**src/rtl/burst_mem.sv**
```systemverilog
// -----------------------------------------------------------------------------
// burst_mem
//   Single-port synchronous memory with burst access. A command on the req
//   channel carries the start address, the direction and the beat count minus
//   one. Write beats arrive on the wdata/wvalid/wready channel. Read beats leave
//   through a registered rdata/rvalid pair that honours rready backpressure.
//   After reset the whole array can optionally be zeroed one word per cycle.
//   Burst addresses wrap modulo DEPTH. done pulses for one cycle after the
//   final beat of every completed burst.
//
// Ports
//   clk, rst             clock, synchronous active-high reset
//   req_valid/req_ready  command handshake
//   req_write            1 = write burst, 0 = read burst
//   req_addr, req_len    start address, beats minus one
//   wdata/wvalid/wready  write beat channel
//   rdata/rvalid/rready  read beat channel (rdata, rvalid registered)
//   done                 one-cycle completion pulse
//   dbg_state            current FSM state (0 CLEAR, 1 IDLE, 2 WRITE, 3 READ)
//
// Handshake rule for every channel: a transfer happens at a rising clk edge
// where valid and ready are both 1. A producer holding valid=1 keeps its
// payload stable until that edge. ready may depend on state but never on the
// valid it is paired with.
// -----------------------------------------------------------------------------
module burst_mem #(
  parameter int DATA_WIDTH = 8,
  parameter int ADDR_WIDTH = 5,
  parameter int LEN_WIDTH  = 3,
  parameter bit INIT_CLEAR = 1'b1
) (
  input  logic                  clk,
  input  logic                  rst,
  input  logic                  req_valid,
  output logic                  req_ready,
  input  logic                  req_write,
  input  logic [ADDR_WIDTH-1:0] req_addr,
  input  logic [LEN_WIDTH-1:0]  req_len,
  input  logic [DATA_WIDTH-1:0] wdata,
  input  logic                  wvalid,
  output logic                  wready,
  output logic [DATA_WIDTH-1:0] rdata,
  output logic                  rvalid,
  input  logic                  rready,
  output logic                  done,
  output logic [1:0]            dbg_state
);

  localparam int DEPTH = 2 ** ADDR_WIDTH;
  localparam int CW    = LEN_WIDTH + 1;

  typedef enum logic [1:0] {
    ST_CLEAR = 2'd0,
    ST_IDLE  = 2'd1,
    ST_WRITE = 2'd2,
    ST_READ  = 2'd3
  } state_t;

  state_t                r_state;
  state_t                w_next_state;

  logic [DATA_WIDTH-1:0] r_mem [DEPTH];
  logic [ADDR_WIDTH-1:0] r_addr;
  logic [LEN_WIDTH-1:0]  r_len;
  // Counts accepted write beats or issued read beats; one bit wider than
  // r_len so a full 2**LEN_WIDTH burst never wraps it.
  logic [CW-1:0]         r_cnt;
  logic [DATA_WIDTH-1:0] r_rdata;
  logic                  r_rvalid;
  logic                  r_done;

  logic [CW-1:0]         w_beats;
  logic                  w_req_ready;
  logic                  w_wready;
  logic                  w_wr_beat;
  logic                  w_rd_issue;
  logic                  w_last_wr;
  logic                  w_last_rd;
  logic                  w_mem_we;
  logic [DATA_WIDTH-1:0] w_mem_wdata;

  assign w_beats   = CW'(r_len) + CW'(1);
  // r_cnt holds the beats already accepted, so the current beat is the last
  // one when r_cnt equals len.
  assign w_last_wr = (r_cnt == CW'(r_len));
  // All beats issued and the final one is handshaking now.
  assign w_last_rd = r_rvalid && rready && (r_cnt == w_beats);

  // State register
  always_ff @(posedge clk) begin
    if (rst) begin
      r_state <= INIT_CLEAR ? ST_CLEAR : ST_IDLE;
    end else begin
      r_state <= w_next_state;
    end
  end

  // Next-state logic
  always_comb begin
    w_next_state = r_state;
    case (r_state)
      ST_CLEAR: if (&r_addr) w_next_state = ST_IDLE;
      ST_IDLE:  if (req_valid) w_next_state = req_write ? ST_WRITE : ST_READ;
      ST_WRITE: if (wvalid && w_last_wr) w_next_state = ST_IDLE;
      ST_READ:  if (w_last_rd) w_next_state = ST_IDLE;
      default:  w_next_state = ST_IDLE;
    endcase
  end

  // Output / strobe logic. Everything is gated by rst so the handshakes are
  // closed while reset is held, whatever the state register still says.
  always_comb begin
    w_req_ready = 1'b0;
    w_wready    = 1'b0;
    w_rd_issue  = 1'b0;
    w_mem_we    = 1'b0;
    w_mem_wdata = wdata;
    if (!rst) begin
      case (r_state)
        ST_CLEAR: begin
          w_mem_we    = 1'b1;
          w_mem_wdata = '0;
        end
        ST_IDLE:  w_req_ready = 1'b1;
        ST_WRITE: begin
          w_wready = 1'b1;
          w_mem_we = wvalid;
        end
        ST_READ:  w_rd_issue = (!r_rvalid || rready) && (r_cnt < w_beats);
        default:  ;
      endcase
    end
  end

  assign w_wr_beat = w_wready && wvalid;

  // Array: no reset, so contents survive reset unless the CLEAR pass runs.
  always_ff @(posedge clk) begin
    if (w_mem_we) begin
      r_mem[r_addr] <= w_mem_wdata;
    end
  end

  // Address, beat counter and read output registers
  always_ff @(posedge clk) begin
    if (rst) begin
      r_addr   <= '0;
      r_len    <= '0;
      r_cnt    <= '0;
      r_rdata  <= '0;
      r_rvalid <= 1'b0;
      r_done   <= 1'b0;
    end else begin
      r_done <= 1'b0;
      case (r_state)
        ST_CLEAR: r_addr <= r_addr + 1'b1;  // wraps back to 0 on exit
        ST_IDLE: begin
          if (w_req_ready && req_valid) begin
            r_addr <= req_addr;
            r_len  <= req_len;
            r_cnt  <= '0;
          end
        end
        ST_WRITE: begin
          if (w_wr_beat) begin
            r_addr <= r_addr + 1'b1;
            r_cnt  <= r_cnt + 1'b1;
            if (w_last_wr) r_done <= 1'b1;
          end
        end
        ST_READ: begin
          if (w_rd_issue) begin
            r_rdata  <= r_mem[r_addr];
            r_rvalid <= 1'b1;
            r_addr   <= r_addr + 1'b1;
            r_cnt    <= r_cnt + 1'b1;
          end else if (rready) begin
            r_rvalid <= 1'b0;
          end
          if (w_last_rd) r_done <= 1'b1;
        end
        default: ;
      endcase
    end
  end

  assign req_ready = w_req_ready;
  assign wready    = w_wready;
  assign rdata     = r_rdata;
  assign rvalid    = r_rvalid;
  assign done      = r_done;
  assign dbg_state = r_state;

endmodule

```
**config.mk**
```make
export PLATFORM = sky130hd
export DESIGN_NAME = burst_mem
export DESIGN_NICKNAME = d
export VERILOG_FILES = /design/src/rtl/burst_mem.sv
export SDC_FILE = /design/constraint.sdc
export NUM_CORES = 1
export LEC_CHECK = 0
export ABC_CLOCK_PERIOD_IN_PS = 6600
export BUFFER_PORTS_ARGS = -buffer_cell sky130_fd_sc_hd__buf_2
export CAP_MARGIN = 20
export CORE_MARGIN = 5
export CORE_UTILIZATION = 35
export DETAILED_ROUTE_END_ITERATION = 7
export HOLD_SLACK_MARGIN = 0.12
export SYNTH_ARGS = -nofsm -noshare
export SYNTH_HDL_FRONTEND = slang
export SYNTH_SLANG_ARGS = --single-unit
export TNS_END_PERCENT = 30
```
**constraint.sdc**
```tcl
create_clock -name clk -period 6.6 [get_ports clk]
set_input_delay 1.32 -clock clk [delete_from_list [all_inputs] [get_ports clk]]
set_output_delay 1.32 -clock clk [all_outputs]
set_load 0.05 [all_outputs]
```
==> reports/metrics.cfg <==
[run_status]
status=complete, no violations

[clock_tree]
cts_hold_buffers=0
clk_pin_slew_ns=0.06
htree_levels=1
clkLatencyLatePin_ns=0.57
cts_tree=built
clock_sinks=280
cts_max_path_buffers=3
root_buffer=clkbuf_16
cts_resized=0
post-cts-setup-buffers=0
cts_made_buffers=29

[critical_path]
worst_ep_arrival_time_ns=2.37
crit_required_ns=5.28
rr_worst_depth=6
cpPeakStageDelay_ns=0.44
cp_common_cell=buf_2
cp-end-kind=output port
crit_chain=buf_2, nor2_1, and2_1, buf_2
crit_path_start_kind=input pin
crit_type=in -> out
cp_max_fo=29
crit_start=rst
reg2reg_from=r_addr[1]
slowest_stage=buf_2

[timing]
setup_tns_ns=0
setup_violations=0
rsz0062_at_grt=no
fin_skew_ns=0.01901
worst_pin_slew_ns=1.061
fmax_ghz=0.2713
worst_hold_slack_ns=0.5170
finalMaxSlewViolations=0
setup_ws_ns=2.914
fin_crit_sh_pct=55.85
hold_violations=0
slew_headroom_pct=29.30
period_needed_ns=3.686

[finish]
final_cells=1186
drive_above_1_share_pct=20.83
fin_util_pct=40.69
fill_cells=2885
final_nets=754
antenna_cells=0
area_delta_synth_final_pct=15.01

[logic_synthesis]
avgSynthCellArea_um2=16.79
yosys_warnings=0
synth_edf_count=256
syn-num-nets=717
ys_ff_latch=280
syn_inst=684
synth-seq-area-share_pct=71.14
ys.flop_type=edfxtp_1
ys_async_sr_fraction_pct=0
synth.distinct_cells=64
syn_area_um2=11480

[pwr]
power.leakage_uw=0.004177
ir_drop_mv=0.1766
power_density_nw_per_um2=306.9

[detailed_routing]
drcViolationCount=0
drt_pass1_iterations=5
vias_per_cell=5.330
wl_per_cell_um=23.85
vias=6321
wl_um=28290
drt-initial-drc-count=586
antenna_left=0

[flow_run]
cap_violations=0

[place]
gp_congestion=0.8473
place_ws_ns=2.598
hpwlAfterDp_um=17560
port_buffers=35
place_inst=1131

[floorplan]
io-pin-count=36
start_util_pct=35.38
coreArea_um2=32450
dieArea_um2=36520
fp-row-count=66
fp.dieH_um=191.1
die_w_um=191.1

[hold_path]
min_from=r_len[1]
min_path_cells=2
hold_path.class=reg -> reg

[global_route]
grt_pass1_vias=6344
antenna_found_initial=0
grt_overflow=0
grtUsageTotal_pct=15.35
grt_max_degree=63
grt_pass1_wl_um=42030

## flip-flops by register name, summed over array words and instances, names as in the netlist
register   cells
r_cnt          4
dbg_state      2
rvalid         1
r_addr         5
rdata          8
r_len          3
done           1
r_mem        256
## stage by stage
step	cell area, µm²	total power (µW)
2_1_floorplan	11480	2141
3_3_place_gp	12080	2212
3_5_place_dp	12080	2213
4_1_cts	13200	4074
5_1_grt	13200	4165
6_report	13200	4052
## critical path: cells and delay by family
| kind | cells | cell delay (ns) |
|---|---|---|
| buf+inv | 2 | 0.65 |
| simple gates | 2 | 0.39 |
## cells by family after synthesis
family / after synthesis / share of synthesized area, %
buffers and inverters: 45 / 2.397
muxes: 78 / 11.09
xor gates and xnor gates: 3 / 0.2289
AOI/OAI and AO/OA: 103 / 6.670
and+or+nand+nor: 164 / 7.269
DFF: 280 / 71.14
adders and majority gates: 11 / 1.199
## final cells by class
cell class | instances | area, µm² | area share (%)
clock buffer | 31 | 733.2 | 5.553
multi-input combinational | 359 | 3098 | 23.46
sequential | 280 | 8174 | 61.91
inverter | 8 | 30.03 | 0.2274
tap | 442 | 553.0 | 4.188
timing repair buffer | 43 | 235.2 | 1.781
clock inverter | 23 | 380.4 | 2.881
## layer usage
layer	track usage, %	part of all wire, %
met1	21.94	44
met2	24.48	47
met3	3.013	6.7
met4	3.564	2.2
met5	0	0
## cell usage after synthesis, types with 3 or more instances
master / instances / area share, %
buf_2: 15 / 0.65
a22oi_1: 12 / 0.78
nor4_1: 3 / 0.16
a32oi_1: 3 / 0.23
a211oi_1: 7 / 0.46
mux2_1: 3 / 0.29
or3_1: 4 / 0.22
o21bai_1: 4 / 0.26
buf_4: 6 / 0.39
mux2i_1: 35 / 3.1
o22ai_1: 11 / 0.60
a22o_1: 5 / 0.38
dfxtp_1: 24 / 4.2
nand3_1: 18 / 0.78
clkbuf_1: 9 / 0.29
inv_1: 6 / 0.20
nand4_1: 3 / 0.16
a31oi_1: 3 / 0.16
edfxtp_1: 256 / 67
nand3b_1: 4 / 0.26
a21oi_1: 22 / 0.96
a311oi_1: 6 / 0.46
nand2_1: 29 / 0.95
a2111oi_0: 3 / 0.23
and2_1: 3 / 0.16
xnor2_1: 3 / 0.23
nand2b_1: 10 / 0.54
o21ai_1: 7 / 0.31
buf_6: 5 / 0.49
nor2_1: 49 / 1.6
mux4_2: 39 / 7.7
ha_1: 11 / 1.2
nor2b_1: 18 / 0.98
nor3_1: 6 / 0.26
## worst paths after layout
check | end | slack [ns]
worst max-delay path | wready | 2.91
worst min-delay path | r_len[1] | 0.52
worst max register to register | rdata[1] | 3.59
worst min register to register | r_len[1] | 0.52
## power by group
group	internal [µW]	switching (µW)	total [µW]	leakage [µW]
Sequential	1950	24.8	1970	0.00254
Clock	1170	711	1880	0.000526
Combinational	79.4	122	201	0.00111
Total	3190	858	4050	0.00418
## placed cells by master (no fill, tap or decap), types with 8 or more instances in the layout
master | Yosys | routed
a21oi_1 | 22 | 22
a22oi_1 | 12 | 12
buf_2 | 15 | 35
buf_4 | 6 | 8
bufinv_16 | 0 | 9
clkbuf_16 | 0 | 29
dfxtp_1 | 24 | 21
edfxtp_1 | 256 | 256
ha_1 | 11 | 11
mux2i_1 | 35 | 35
mux4_2 | 39 | 39
nand2_1 | 29 | 29
nand2b_1 | 10 | 10
nand3_1 | 18 | 18
nor2_1 | 49 | 49
nor2b_1 | 18 | 10
nor2b_4 | 0 | 8
o22ai_1 | 11 | 11
Note: power is estimated with default switching activity, not from simulation.
